==> config.mk <==
export PLATFORM = sky130hd
export DESIGN_NAME = cdc_reset_sequencer
export DESIGN_NICKNAME = d
export VERILOG_FILES = /design/src/rtl/cdc_reset_sequencer.sv
export SDC_FILE = /design/constraint.sdc
export NUM_CORES = 1
export LEC_CHECK = 0
export BUFFER_PORTS_ARGS = -buffer_cell sky130_fd_sc_hd__clkbuf_2
export CELL_PAD_IN_SITES_DETAIL_PLACEMENT = 0
export CELL_PAD_IN_SITES_GLOBAL_PLACEMENT = 1
export CORE_MARGIN = 3
export CORE_UTILIZATION = 44
export CTS_CLUSTER_SIZE = 8
export DETAILED_ROUTE_END_ITERATION = 8
export PLACE_DENSITY_LB_ADDON = 0.1
export SYNTH_ARGS = -nofsm -noshare
export SYNTH_HDL_FRONTEND = slang
export SYNTH_SLANG_ARGS = --single-unit
==> constraint.sdc <==
create_clock -name i_clk -period 2.4 [get_ports i_clk]
set_input_delay 0.24 -clock i_clk [delete_from_list [all_inputs] [get_ports i_clk]]
set_output_delay 0.24 -clock i_clk [all_outputs]
set_load 0.05 [all_outputs]
==> src/rtl/cdc_reset_sequencer.sv <==
// Ordered reset release for one clock domain: async assert, synchronized staged de-assert.
// Optional `CDC_RESET_SEQ_ACK_EN adds i_ack so each stage waits for its predecessor's ready.
module cdc_reset_sequencer #(
  parameter int unsigned N_OUT       = 3,
  parameter int unsigned SYNC_STAGES = 2,
  parameter int unsigned HOLD_CYCLES = 4,
  parameter int unsigned STEP_CYCLES = 2,
  parameter logic        INIT        = 1'b1
) (
  input  logic             i_clk,
  input  logic             i_rst_n,
  input  logic             i_srst,
`ifdef CDC_RESET_SEQ_ACK_EN
  input  logic [N_OUT-1:0] i_ack,
`endif
  output logic [N_OUT-1:0] o_rst,
  output logic [N_OUT-1:0] o_rst_q,
  output logic             o_done
);

  localparam int unsigned CNT_MAX = (HOLD_CYCLES > STEP_CYCLES) ? HOLD_CYCLES : STEP_CYCLES;
  localparam int unsigned CNT_W   = $clog2(CNT_MAX + 1);
  localparam int unsigned IDX_W   = (N_OUT > 1) ? $clog2(N_OUT) : 1;

  localparam logic [CNT_W-1:0] HOLD_LD = CNT_W'(HOLD_CYCLES);
  localparam logic [CNT_W-1:0] STEP_LD = CNT_W'(STEP_CYCLES);
  localparam logic [CNT_W-1:0] CNT_ONE = CNT_W'(1);
  localparam logic [IDX_W-1:0] LAST    = IDX_W'(N_OUT - 1);

  typedef enum logic [1:0] {S_SYNC, S_HOLD, S_STEP, S_DONE} state_e;

  // Declaration values give the configuration-time state selected by INIT.
  logic [SYNC_STAGES-1:0] sync_q  = {SYNC_STAGES{~INIT}};
  state_e                 state_q = (INIT != 1'b0) ? S_SYNC : S_DONE;
  logic [CNT_W-1:0]       cnt_q   = '0;
  logic [IDX_W-1:0]       idx_q   = '0;
  logic [N_OUT-1:0]       rst_q   = {N_OUT{INIT}};
  logic [N_OUT-1:0]       dly_q   = {N_OUT{INIT}};
  logic                   done_q  = ~INIT;

  state_e           state_d;
  logic [CNT_W-1:0] cnt_d;
  logic [IDX_W-1:0] idx_d;
  logic [IDX_W-1:0] idx_nx;
  logic [IDX_W-1:0] rel_idx;
  logic [N_OUT-1:0] rst_d;
  logic [N_OUT-1:0] dly_d;
  logic             done_d;
  logic             rel_en;
  logic             done_set;
  logic             srst_hit;
  logic             sync_go;
  logic             ack_cur;
  logic             ack_last;

`ifdef CDC_RESET_SEQ_ACK_EN
  assign ack_cur  = i_ack[idx_q];
  assign ack_last = i_ack[N_OUT-1];
`else
  assign ack_cur  = 1'b1;
  assign ack_last = 1'b1;
`endif

  // Leave S_SYNC on the edge that sets the synchronizer output, so the hold window starts at E.
  assign sync_go = sync_q[SYNC_STAGES-2] | sync_q[SYNC_STAGES-1];
  assign idx_nx  = idx_q + IDX_W'(1);

  always_ff @(posedge i_clk or negedge i_rst_n) begin
    if (!i_rst_n) begin
      sync_q  <= '0;
      state_q <= S_SYNC;
      cnt_q   <= '0;
      idx_q   <= '0;
      rst_q   <= '1;
      dly_q   <= '1;
      done_q  <= 1'b0;
    end else begin
      sync_q  <= {sync_q[SYNC_STAGES-2:0], 1'b1};
      state_q <= state_d;
      cnt_q   <= cnt_d;
      idx_q   <= idx_d;
      rst_q   <= rst_d;
      dly_q   <= dly_d;
      done_q  <= done_d;
    end
  end

  always_comb begin
    state_d  = state_q;
    cnt_d    = cnt_q;
    idx_d    = idx_q;
    rel_en   = 1'b0;
    rel_idx  = idx_q;
    done_set = 1'b0;
    srst_hit = 1'b0;
    case (state_q)
      S_SYNC: begin
        if (sync_go) begin
          state_d = S_HOLD;
          cnt_d   = HOLD_LD;
        end
      end
      S_HOLD: begin
        if (cnt_q > CNT_ONE) begin
          cnt_d = cnt_q - CNT_ONE;
        end else begin
          rel_en  = 1'b1;
          rel_idx = '0;
          idx_d   = '0;
          cnt_d   = STEP_LD;
          state_d = S_STEP;
          if (N_OUT == 1 && ack_last) begin
            done_set = 1'b1;
            state_d  = S_DONE;
          end
        end
      end
      S_STEP: begin
        // idx_q == LAST here only while the final stage waits for its ready.
        if (idx_q == LAST) begin
          if (ack_cur) begin
            done_set = 1'b1;
            state_d  = S_DONE;
          end
        end else if (cnt_q > CNT_ONE) begin
          cnt_d = cnt_q - CNT_ONE;
        end else if (ack_cur) begin
          rel_en  = 1'b1;
          rel_idx = idx_nx;
          idx_d   = idx_nx;
          cnt_d   = STEP_LD;
          if (idx_nx == LAST && ack_last) begin
            done_set = 1'b1;
            state_d  = S_DONE;
          end
        end
      end
      default: ;
    endcase
    if (i_srst && state_q != S_SYNC) begin
      srst_hit = 1'b1;
      rel_en   = 1'b0;
      done_set = 1'b0;
      state_d  = S_HOLD;
      cnt_d    = HOLD_LD;
      idx_d    = '0;
    end
  end

  always_comb begin
    rst_d  = rst_q;
    done_d = done_q;
    if (srst_hit) begin
      rst_d  = '1;
      done_d = 1'b0;
    end else begin
      for (int unsigned k = 0; k < N_OUT; k++) begin
        if (rel_en && rel_idx == IDX_W'(k)) rst_d[k] = 1'b0;
      end
      if (done_set) done_d = 1'b1;
    end
    // Delayed copy asserts with rst_d but releases one edge after it.
    dly_d = rst_q | rst_d;
  end

  assign o_rst   = rst_q;
  assign o_rst_q = dly_q;
  assign o_done  = done_q;

endmodule

## Yosys cells after proc, flatten, opt, wreduce, memory -nomap -nowiden

Cells that the tools add are included.

| storage, ports and cells | value |
|---|---|
| bits of input ports | 3 |
| output and inout bits | 7 |
| flip-flop bits (word level) | 16 |

| cells by class | value |
|---|---|
| eq/ne operators | 11 |
| bitwise gates (word level) | 2 |
| magnitude comparators | 1 |
| add/sub/neg operators | 2 |
| reduce and logical (&&, ||, !) cells | 11 |
| multiplexer cells | 33 |

Operator list:

| cell | number |
|---|---|
| $mux W2 | 10 |
| $mux W3 | 5 |
| $mux W1 | 14 |
| $ne A3 B3 Y1 const B | 3 |
| $pmux W3 S3 | 1 |
| $eq A2 B2 Y1 const B | 4 |
| $ne A4 B4 Y1 const B | 2 |
| $pmux W2 S3 | 1 |
| $reduce_and A5 Y1 | 1 |
| $eq A2 B1 Y1 const B | 2 |
| $logic_and A1 B1 Y1 | 4 |
| $logic_not A2 Y1 | 2 |
| $pmux W2 S2 | 1 |
| $reduce_bool A2 Y1 | 2 |
| $reduce_bool A4 Y1 | 1 |
| $gt A3 B1 Y1 const B | 1 |
| $or A3 B3 Y3 | 1 |
| $reduce_and A3 Y1 | 1 |
| $sub A3 B1 Y3 const B | 1 |
| $add A2 B1 Y2 const B | 1 |
| $pmux W1 S2 | 1 |
| $or A1 B1 Y1 | 1 |

## Logic depth before layout (Yosys ltp)

| depth | value |
|---|---|
| word-level depth | 9 |
| depth in mapped cells | 6 |

## Least setup slack after synthesis

Ideal clock, no wire load.

| timing path | value |
|---|---|
| kind | reg2reg |
| start | register idx_q[0] |
| end | register rst_q[1] (netlist: o_rst[1]) |
| period minus slack after synthesis | 1.737 ns |
| cell stages (with the launch flop) | 7 |
| setup time | 0.086 ns |
| data arrival time | 1.650 ns |
| required time | 2.314 ns |
| path slack | 0.663 ns |
| path through | dfrtp_1 inv_1 ha_1 or2_1 nor4_2 a211oi_1 o41a_1 |

| on the way | value |
|---|---|
| cells in the longest elaborated chain, start to end | 8 |

RTL lines:

| element | line | RTL |
|---|---|---|
| start, declared | 36 | `logic [IDX_W-1:0] idx_q = '0;` |
| start signal, assigned | 81 | `idx_q <= idx_d;` |
| $add A2 B1 Y2 | 66 | `assign idx_nx = idx_q + IDX_W'(1);` |
| $mux W2 | -- |  |
| $mux W2 | 120 | `if (idx_q == LAST) begin` |
| $pmux W2 S2 | 96 | `case (state_q)` |
| $eq A2 B1 Y1 | 158 | `if (rel_en && rel_idx == IDX_W'(k)) rst_d[k] = 1'b0;` |
| $logic_and A1 B1 Y1 * | 158 |  |
| $mux W1 * | 158 |  |
| $mux W3 * | 153 | `if (srst_hit) begin` |
| net rst_d[1] | 46 | `logic [N_OUT-1:0] rst_d;` |
| end signal, assigned | 82 | `rst_q <= rst_d;` |
| end, declared | 37 | `logic [N_OUT-1:0] rst_q = {N_OUT{INIT}};` |

The timed path passes the listed nets; every way through them passes the cells marked *.
A chain may end at the register's enable or synchronous reset.

## Final worst setup path

| timing path | value |
|---|---|
| start | register state_q[1] |
| end | register rst_q[1] (netlist: o_rst[1]) |

| on the way | value |
|---|---|
| cells in the longest elaborated chain, start to end | 6 |

RTL lines:

| element | line | RTL |
|---|---|---|
| start, declared | 34 | `state_e state_q = (INIT != 1'b0) ? S_SYNC : S_DONE;` |
| start signal, assigned | 79 | `state_q <= state_d;` |
| $eq A2 B2 Y1, or another cell as far along | 96 |  |
| $pmux W2 S2, or another cell as far along | 96 |  |
| $eq A2 B1 Y1 or $mux W1 (tied branches) | 158, 140 |  |
| $logic_and A1 B1 Y1 | 158 |  |
| $mux W1 | 158 |  |
| $mux W3 * | 153 |  |
| net rst_d[1] | 46 |  |

Marked as above.

==> flow_summary.json <==
{
  "worstSetupPathType": "flop to flop",
  "path_clk_slew_ps": 100,
  "finalMaxSlewViolations": 0,
  "critPathCaptureType": "flop",
  "syn-cell-area_um2": 910,
  "hold_viol": 0,
  "swShare": 0.431,
  "synth_top_cell_by_area": "dfrtp_1",
  "fin_area_um2": 1030,
  "syn_area_per_cell_um2": 10.3,
  "rsz0062_at_grt": "false",
  "worstPathCellList": "inv_1 > ha_1 > nand2b_2 > nand2_4 > or3_1 > o41a_1",
  "place.gp.congestion": 0.810,
  "num_io_pins": 10,
  "synth.area.top_cells": "dfrtp_1 (28%), dfstp_2 (17%), ha_1 (11%), inv_1 (4.5%), nor2_1 (2.9%)",
  "die_h_um": 51.5,
  "synth.top_cell.area_share": 0.275,
  "ys_seq_elements": 16,
  "cts.repair.resized": 0,
  "grt_pass1_vias": 708,
  "worstPathMaxFanout": 6,
  "drc_errors": 0,
  "ys_warn_count": 0,
  "synthArstFlopShare": 1.00,
  "mostFrequentLayoutCells": "inv_1 (11), dfrtp_1 (10), clkbuf_2 (9)",
  "portBuffers": 9,
  "start_kind": "flop",
  "setup_violations": 0,
  "synth_cell_types": 37,
  "drive_above_1_share": 0.275,
  "yosysSeqAreaShare": 0.448,
  "mostFrequentLayoutCell": "inv_1",
  "coreArea_um2": 1840,
  "wirelength_mm": 1.80,
  "clk_path_buf_depth": 2,
  "clock_sinks": 16,
  "timing.final.crit_share": 0.796,
  "max_freq_ghz": 0.523,
  "synth-edff-count": 0,
  "grt_usage": 0.164,
  "grt_max_degree": 17,
  "antenna_found_initial": 0,
  "skew_ps": 3.16,
  "ir_drop_mv": 0.610,
  "crit_path_max_incr_delay_ps": 420,
  "netlist_instances": 88,
  "nNetsFinal": 114,
  "clock-root-buffer": "clkbuf_4",
  "clkPwrFrac": 0.160,
  "p_seq_frac": 0.342,
  "clkLatencyLatePin_ps": 290,
  "p_sw_mw": 0.485,
  "initial_core_util": 0.495,
  "setup_ws_ps": 489,
  "critPathSlowestCell": "o41a_1",
  "num_rows": 15,
  "grt_first_pass_wirelength_mm": 3.17,
  "post-dp-hpwl_mm": 1.39,
  "place_area_um2": 986,
  "whs_ps": 315,
  "viasPerCell": 5.57,
  "antenna_left": 0,
  "critPathRequiredTime_ps": 2620,
  "p_int_mw": 0.640,
  "dieArea_um2": 2650,
  "holdCritPathClass": "primary input to flop",
  "p_comb_frac": 0.498,
  "p_leak_nw": 0.461,
  "first_iter_violations": 17,
  "h-tree-depth": 1,
  "num_antenna_cells": 0,
  "post-place-ws_ps": 495,
  "first_pass_iters": 4,
  "fin_crit_ps": 1910,
  "outcome": "complete, no violations",
  "die_x_um": 51.5,
  "cts_tree": "done",
  "grt-ovfl-total": 0,
  "wl_per_cell_um": 14.2,
  "cp_data_arrival_time_ps": 2130,
  "fin_setup_tns_ps": 0,
  "cts_made_buffers": 3,
  "area_growth_syn_to_layout_pct": 13.5,
  "post-cts-setup-buffer-count": 0,
  "p_per_area_nw_per_um2": 1090,
  "syn_nets": 99,
  "drv_cap": 0,
  "ys.flop_type": "dfrtp_1",
  "vias": 707
}
per-stage QoR:
stage	utilization	cells	power (mW)
after floorplan	-	88	0.830
after global placement	0.536	122	0.945
after detailed placement	0.536	122	0.951
after CTS	0.561	127	1.13
after global routing	0.561	127	1.23
final	0.561	127	1.12
synth_stat cells, types with 2 or more instances:
| library cell | instances |
|---|---|
| dfrtp_1 | 10 |
| nor3_1 | 3 |
| o21ai_0 | 2 |
| a31oi_1 | 3 |
| inv_1 | 11 |
| o41a_1 | 2 |
| nand2_1 | 4 |
| ha_1 | 8 |
| a21oi_1 | 3 |
| nand2b_1 | 2 |
| dfstp_2 | 6 |
| nor2_1 | 7 |
| a211oi_1 | 2 |
| nor4_1 | 2 |
logic make-up (layout without fill, tap and decap cells):
family | count (synthesis) | after routing | synth area share
AOI/OAI and AO/OA | 21 | 21 | 0.188
adders and majority gates | 8 | 8 | 0.110
buffers and inverters | 11 | 25 | 0.0454
DFF | 16 | 16 | 0.448
muxes | 2 | 2 | 0.0234
other | 1 | 1 | 0.00412
and+or+nand+nor | 29 | 29 | 0.180
timing repair:
item | CTS | global route
hold buffers | 1 | 0
hold endpoints to repair | 10 | 0
endpoints found under the setup margin | 0 | 0
layout make-up:
class,count,area (um^2)
Fill cell,178,807
Multi-Input combinational cell,61,460
Sequential cell,16,408
Clock buffer,4,36.3
Tap cell,25,31.3
Timing Repair Buffer,10,55.1
Inverter,11,41.3
critical path: cells and delay by family (launching register included):
kind | cells | cell delay, ps
adders and majority gates | 1 | 240
buffers and inverters | 1 | 120
DFF | 1 | 390
AOI/OAI and AO/OA | 1 | 420
and+or+nand+nor | 3 | 670
routing by layer:
metal  GRT usage  wire length [um]  vias to the layer above
li1            -                 -                      343
met1       0.211               843                      332
met2       0.261               824                       25
met3      0.0292                89                        7
met4      0.0873                44                        0
met5           0                 0                        -
power by group through the flow:
| stage | clock [mW] | sequential [mW] | combinational, mW |
|---|---|---|---|
| global route | 0.198 | 0.393 | 0.638 |
| finish | 0.180 | 0.384 | 0.561 |
| global placement | 0 | 0.385 | 0.561 |
| detailed placement | 0 | 0.388 | 0.562 |
| floorplan | 0 | 0.426 | 0.404 |
| CTS | 0.183 | 0.383 | 0.565 |
registers in the layout, indices dropped and copies added, names as in the netlist:
register	cells
sync_q	2
o_rst_q	3
cnt_q	3
state_q	2
o_done	1
o_rst	3
idx_q	2
path summary, 6_finish.rpt:
check / startpoint / slack, ps / to / cells past startpoint
setup / recovery: state_q[1] / 490 / o_rst[1] / 6
hold / removal: i_srst / 310 / o_rst_q[2] / 3
setup reg to reg: state_q[1] / 490 / o_rst[1] / 6
hold reg to reg: sync_q[0] / 390 / sync_q[1] / 0
max in group asynchronous: i_rst_n / 1690 / o_rst[0] / 2
min in group asynchronous: i_rst_n / 390 / state_q[0] / 2
No activity file was read; power rests on OpenSTA's default activity.
